`src/rtl/pipeline_flow_controller.sv`:
```
`default_nettype none
// ============================================================================
// Module   : pipeline_flow_controller
// Purpose  : Run/halt/single-step/flush sequencer driving global stall/flush.
// Revision : 1.0 - initial release
// ============================================================================
module pipeline_flow_controller #(
  parameter int STEP_W       = 16,
  parameter int FLUSH_CYCLES = 4,
  parameter bit START_HALTED = 1'b1
) (
  input  logic              clk,
  input  logic              rst_n,
  input  logic              halt_req_i,
  input  logic              resume_req_i,
  input  logic              step_req_i,
  input  logic [STEP_W-1:0] step_count_i,
  input  logic              flush_req_i,
  input  logic              break_i,
  output logic              global_stall_o,
  output logic              global_flush_o,
  output logic              halted_o,
  output logic              step_done_o,
  output logic [31:0]       cycles_run_o
);

  typedef enum logic [1:0] {
    S_RUN    = 2'd0,
    S_HALTED = 2'd1,
    S_STEP   = 2'd2,
    S_FLUSH  = 2'd3
  } state_t;

  localparam state_t            c_RESET_STATE = START_HALTED ? S_HALTED : S_RUN;
  localparam logic [7:0]        c_FLUSH_LOAD  = 8'(FLUSH_CYCLES);
  localparam logic [STEP_W-1:0] c_STEP_ONE    = STEP_W'(1);

  state_t              r_state;
  state_t              w_next_state;
  logic                r_ret_halted;
  logic                w_next_ret_halted;
  logic [STEP_W-1:0]   r_step_cnt;
  logic [STEP_W-1:0]   w_next_step_cnt;
  logic [7:0]          r_flush_cnt;
  logic [7:0]          w_next_flush_cnt;
  logic                r_stall;
  logic                r_flush;
  logic                r_halted;
  logic                r_step_done;
  logic [31:0]         r_cycles_run;
  logic                w_advance;

  always_comb begin
    w_next_state      = r_state;
    w_next_ret_halted = r_ret_halted;
    w_next_step_cnt   = r_step_cnt;
    w_next_flush_cnt  = r_flush_cnt;
    case (r_state)
      S_RUN: begin
        if (flush_req_i) begin
          w_next_state      = S_FLUSH;
          w_next_ret_halted = 1'b0;
          w_next_flush_cnt  = c_FLUSH_LOAD;
        end else if (halt_req_i || break_i) begin
          w_next_state = S_HALTED;
        end
      end
      S_HALTED: begin
        if (flush_req_i) begin
          w_next_state      = S_FLUSH;
          w_next_ret_halted = 1'b1;
          w_next_flush_cnt  = c_FLUSH_LOAD;
        end else if (step_req_i) begin
          w_next_state    = S_STEP;
          w_next_step_cnt = (step_count_i == '0) ? c_STEP_ONE : step_count_i;
        end else if (resume_req_i && !halt_req_i) begin
          w_next_state = S_RUN;
        end
      end
      S_STEP: begin
        w_next_step_cnt = r_step_cnt - c_STEP_ONE;
        if (flush_req_i) begin
          w_next_state      = S_FLUSH;
          w_next_ret_halted = 1'b1;
          w_next_flush_cnt  = c_FLUSH_LOAD;
        end else if (halt_req_i || break_i || (r_step_cnt == c_STEP_ONE)) begin
          w_next_state = S_HALTED;
        end
      end
      S_FLUSH: begin
        // Pulse requests are deliberately not looked at while flushing.
        w_next_flush_cnt = r_flush_cnt - 8'd1;
        if (r_flush_cnt == 8'd1) begin
          w_next_state = r_ret_halted ? S_HALTED : S_RUN;
        end
      end
      default: begin
        w_next_state = S_HALTED;
      end
    endcase
  end

  assign w_advance = !r_stall && !r_flush;

  // Outputs are decoded from the next state and registered so they leave flops.
  always_ff @(posedge clk or negedge rst_n) begin
    if (!rst_n) begin
      r_state      <= c_RESET_STATE;
      r_ret_halted <= 1'b1;
      r_step_cnt   <= '0;
      r_flush_cnt  <= '0;
      r_stall      <= START_HALTED;
      r_flush      <= 1'b0;
      r_halted     <= START_HALTED;
      r_step_done  <= 1'b0;
      r_cycles_run <= '0;
    end else begin
      r_state      <= w_next_state;
      r_ret_halted <= w_next_ret_halted;
      r_step_cnt   <= w_next_step_cnt;
      r_flush_cnt  <= w_next_flush_cnt;
      r_stall      <= (w_next_state == S_HALTED);
      r_flush      <= (w_next_state == S_FLUSH);
      r_halted     <= (w_next_state == S_HALTED);
      r_step_done  <= (r_state == S_STEP) && (w_next_state == S_HALTED);
      if (w_advance) begin
        r_cycles_run <= r_cycles_run + 32'd1;
      end
    end
  end

  assign global_stall_o = r_stall;
  assign global_flush_o = r_flush;
  assign halted_o       = r_halted;
  assign step_done_o    = r_step_done;
  assign cycles_run_o   = r_cycles_run;

endmodule
`default_nettype wire

```
`config.mk`:
```
export PLATFORM = sky130hd
export DESIGN_NAME = pipeline_flow_controller
export DESIGN_NICKNAME = d
export VERILOG_FILES = /design/src/rtl/pipeline_flow_controller.sv
export SDC_FILE = /design/constraint.sdc
export NUM_CORES = 1
export LEC_CHECK = 0
export ABC_CLOCK_PERIOD_IN_PS = 3350
export CAP_MARGIN = 20
export CORE_MARGIN = 2
export CORE_UTILIZATION = 57
export DETAILED_ROUTE_END_ITERATION = 16
export GPL_TIMING_DRIVEN = 0
export PLACE_DENSITY = 0.86
export SYNTH_ARGS = -nofsm -noshare
export SYNTH_HDL_FRONTEND = slang
export SYNTH_SLANG_ARGS = --single-unit
```
`constraint.sdc`:
```
create_clock -name clk -period 3.35 [get_ports clk]
set_input_delay 0.67 -clock clk [delete_from_list [all_inputs] [get_ports clk]]
set_output_delay 0.67 -clock clk [all_outputs]
set_load 0.1 [all_outputs]
```
After elaboration in Yosys (flattened, before gate mapping)
Index checks and enable logic that the tools add are counted.
{"block": "word_totals", "register_bits": 62, "input_bits": 23, "output_inout_bits": 36}
{"block": "classes", "n_addsub": 3, "reduce_logical": 16, "n_mux": 19, "eq_ne": 12}
{"cell": "2-to-1 mux 16 bit", "count": 3}
{"cell": "adder 32 x 1 -> 32 bit (second input constant)", "count": 1}
{"cell": "case mux 16 bit (2 select lines)", "count": 1}
{"cell": "== test 16 x 1 -> 1 bit (second input constant)", "count": 1}
{"cell": "logical NOT 16 bit", "count": 1}
{"cell": "2-to-1 mux 2 bit", "count": 8}
{"cell": "case mux 8 bit (2 select lines)", "count": 1}
{"cell": "subtractor 16 x 1 -> 16 bit (second input constant)", "count": 1}
{"cell": "== test 8 x 1 -> 1 bit (second input constant)", "count": 1}
{"cell": "2-to-1 mux 8 bit", "count": 1}
{"cell": "case mux 2 bit (4 select lines)", "count": 1}
{"cell": "subtractor 8 x 1 -> 8 bit (second input constant)", "count": 1}
{"cell": "== test 2 bit (second input constant)", "count": 3}
{"cell": "!= test 2 bit (second input constant)", "count": 3}
{"cell": "AND reduction 3 bit", "count": 2}
{"cell": "== test 2 x 1 -> 1 bit (second input constant)", "count": 2}
{"cell": "!= test 2 x 1 -> 1 bit (second input constant)", "count": 2}
{"cell": "nonzero test 2 bit", "count": 2}
{"cell": "logical AND 1 bit", "count": 3}
{"cell": "logical NOT 1 bit", "count": 3}
{"cell": "2-to-1 mux 1 bit", "count": 3}
{"cell": "OR reduction 3 bit", "count": 1}
{"cell": "logical NOT 2 bit", "count": 1}
{"cell": "logical OR 1 bit", "count": 2}
{"cell": "2 further kinds", "count": 2}

Logic depth before layout (Yosys ltp)
{"block": "logic_depth", "depth_word": 8, "mapped_depth": 8, "depth_no_buf": 7}

Worst setup path before layout
Ideal clock, no wire load.
{"block": "synth_timing", "kind": "register to register", "startpoint": "register r_cycles_run[3] (netlist: cycles_run_o[3])", "endpoint": "register r_cycles_run[31] (netlist: cycles_run_o[31])", "required_time_ps": 3189, "arrival_ps": 2278, "setup_ps": 161, "path_stages_with_launch": 6, "setup_slack_ps": 911, "synth_period_minus_slack_ps": 2439, "path_buffers": 0, "path_cell_list": "dfrtp_1 > nand2_1 > nor4_1 > nand4_1 > nor3_1 > xor2_1"}
{"block": "synth_via", "elab_chain_cells": 1}
{"element": "from (decl)", "line_no": "50", "source": "logic [31:0] r_cycles_run;"}
{"element": "from (signal assigned)", "line_no": "127", "source": "r_cycles_run <= r_cycles_run + 32'd1;"}
{"element": "adder 32 x 1 -> 32 bit", "line_no": "127"}
No other way between the ends.
A chain may end at the register's enable or synchronous reset.

Final worst setup path
{"block": "layout_timing", "startpoint": "register r_halted (netlist: halted_o)", "endpoint": "output port halted_o"}
{"element": "from (decl)", "line_no": "48", "source": "logic r_halted;"}
{"element": "from (signal assigned)", "line_no": "124", "source": "r_halted <= (w_next_state == S_HALTED);"}
{"element": "to (decl)", "line_no": "22", "source": "output logic halted_o,"}
No word-level cell between the ends.

==> run summary <==
Crit Path Max Fanout -> 5
CTS max path bufs -> 2
clock power share -> 19.3%
core area -> 5510 µm²
Yosys reg bits -> 62
Syn Inst Count -> 334
H-tree depth reported by CTS -> 3
Post-CTS Setup Bufs -> 0
Vias/cell -> 5.95
FMAX -> 358 MHz
RSZ-0062 raised after global routing -> false
Post-synth EDFFs -> 0
clk_skew -> 0.00950 ns
Crit path arrival time -> 2.12 ns
Tmin final -> 2.79 ns
die area -> 6300 µm²
Max IR drop VDD -> 513 µV
initial antenna violation count -> 0
worst relative slew slack -> 33.4%
synth warn -> 0
Setup CP Type -> flop to output pin
R2R Path End -> r_step_cnt[12]$_DFFE_PN0P_
post-route ant nets -> 0
most frequent cells in the layout -> dfrtp_1, clkdlybuf4s50_1, nand2_1
RR Startpoint -> r_step_cnt[0]$_DFFE_PN0P_
first-pass GRT wire length -> 12500 µm
Yosys top cell area share -> 45.6%
worst skew pair latency -> 0.34 ns
Int Pwr -> 1810 µW
largest net degree at the start of global routing -> 37
Placement Rows -> 27
setup slack, reg-to-reg -> 0.85 ns
fin crit share -> 83.4%
commonest non-fill, non-tap cell in the layout -> dfrtp_1
area delta synth->final -> 26.8%
hold crit path type -> input pin to asynchronous set/reset pin
Final setup viols -> 0
Most used DFF post-synth -> dfrtp_1
syn nets -> 367
Iter 0 DRT Violations -> 146
CTS Hold Bufs -> 0
switching share of power -> 44.6%
Final #Nets -> 437
Area contributors post-synth -> dfrtp_1, xnor2_1, nand2_1
Resize count post-CTS -> 0
Place WS -> 0.882 ns
area of the mapped netlist -> 3240 µm²
DIE WIDTH -> 79.4 µm
Worst Reg-to-Reg Cells -> 7
Synth cell types -> 47
final hold viol count -> 0
Setup crit start kind -> flop
routed wire length -> 7620 µm
routed len/inst -> 15.9 µm
total grt overflow -> 0
Max-Cap Viols -> 0
Die Y -> 79.4 µm
Root Driver -> clkbuf_8
antenna diode count -> 0
clock sinks -> 62
mean post-synth cell area -> 9.70 µm²
placer's final routability congestion estimate -> 0.856
Seq/Total Area, Yosys -> 48.0%
PD cells -> 795 nW/µm²
fraction of registers with async set/reset -> 100%
# IOs -> 59
sequential share of power -> 36.7%
total track usage -> 25.8%
Layout fillers -> 403
outcome -> complete, no violations
IO Port Bufs -> 58
final setup margin -> 0.557 ns
Critical Path Sink Type -> output pin
worst slew pin tran -> 0.995 ns
Synth area leader -> dfrtp_1
static leakage -> 0.00174 µW
Worst EP required -> 2.68 ns
via count -> 2854
Starting Density -> 58.8%
Combinational Power Share -> 44.1%
CTS tree -> yes
count of pins over their slew limit -> 0
Residual DRC -> 0
Worst-path clk slew -> 0.06 ns
share of layout cells above drive strength 1 -> 6.37%
total power -> 3270 µW
HPWL Detailed -> 5290 µm
Net Switching -> 1460 µW
number of global-route vias before repair -> 2729
Pre-Repair DR Iteration Count -> 4
cts bufs inserted -> 9
## per-layer routing
| metal | wire [µm] | global-route usage [%] | vias to the layer above | share of wire (%) |
|---|---|---|---|---|
| li1 | - | - | 1338 | - |
| met1 | 3190 | 31.1 | 1390 | 42 |
| met2 | 3860 | 44.1 | 107 | 51 |
| met3 | 414 | 6.00 | 19 | 5.4 |
| met4 | 159 | 11.6 | 0 | 2.1 |
| met5 | 0 | 0 | - | 0 |
## through the flow
step           std cells  instance area [µm²]  utilization, %  hold slack, ns  TNS, ns
2_1_floorplan        334                 3240               -           0.374        0
3_3_place_gp         464                 3910            71.0           0.449   -16.81
3_5_place_dp         465                 3930            71.3           0.457        0
4_1_cts              480                 4110            74.6           0.346        0
5_1_grt              480                 4110            74.6           0.384        0
6_report             480                 4110            74.6           0.337        0
## Yosys cell counts, types with 6 or more instances
cell      count
dfrtp_1      59
nand2_1      35
nor2_1       27
xnor2_1      24
a21oi_1      18
inv_1        16
nor3_1       12
nor4_1       12
o21ai_0      11
ha_1         10
nand3_1      10
o22a_1       10
nand4_1       9
xor2_1        9
and3_1        8
clkbuf_1      7
a31oi_1       6
## power groups by stage
stage               registers [µW]  logic, µW  clock network (µW)
CTS                           1190       1430                 641
finish                        1200       1440                 630
floorplan                     1470        767                   0
global placement              1190       1360                   0
global route                  1230       1560                 677
detailed placement            1200       1420                   0
## worst max-delay path, cell delays in order (launching register included)
cell and delay [ns]:
dfstp_2 0.57, buf_4 0.11, clkdlybuf4s50_1 1.11
## cell type report
class	count	area, µm²	area share, %
Sequential cell	62	1560	37.9
Inverter	16	60.1	1.46
Multi-Input combinational cell	246	1580	38.5
Timing Repair Buffer	59	596	14.5
Clock buffer	13	149	3.62
Buffer	10	42.5	1.04
Tap cell	72	90.1	2.19
Clock inverter	2	35.0	0.853
## kinds of logic (layout without fill, tap and decap cells)
kind of cell,count (synthesis),count (layout),synth area share [%]
DFF,62,62,48.0
AOI/OAI and AO/OA,63,63,12.9
and+or+nand+nor,136,136,21.8
xor gates and xnor gates,33,33,8.92
muxes,4,4,1.27
buffers and inverters,26,100,3.17
adders and majority gates,10,10,3.86
## how the worst max path moves through the flow
stage | end | slack (ns) | start
final | halted_o | 0.56 | halted_o$_DFF_PN1_
after global routing | halted_o | 0.50 | halted_o$_DFF_PN1_
after CTS | halted_o | 0.55 | halted_o$_DFF_PN1_
after detailed placement | r_step_cnt[9]$_DFFE_PN0P_ | 0.88 | step_req_i
after global placement | r_step_cnt[2]$_DFFE_PN0P_ | -0.29 | rst_n
after floorplan | cycles_run_o[31]$_DFFE_PN0P_ | 0.91 | cycles_run_o[3]$_DFFE_PN0P_
## flip-flops by register name, summed over array words and instances, names as in the netlist
signal,cells
cycles_run_o,32
r_step_cnt,16
r_flush_cnt,8
r_state,2
global_flush_o,1
halted_o,1
r_ret_halted,1
step_done_o,1
(Power assumes the default switching activity.)
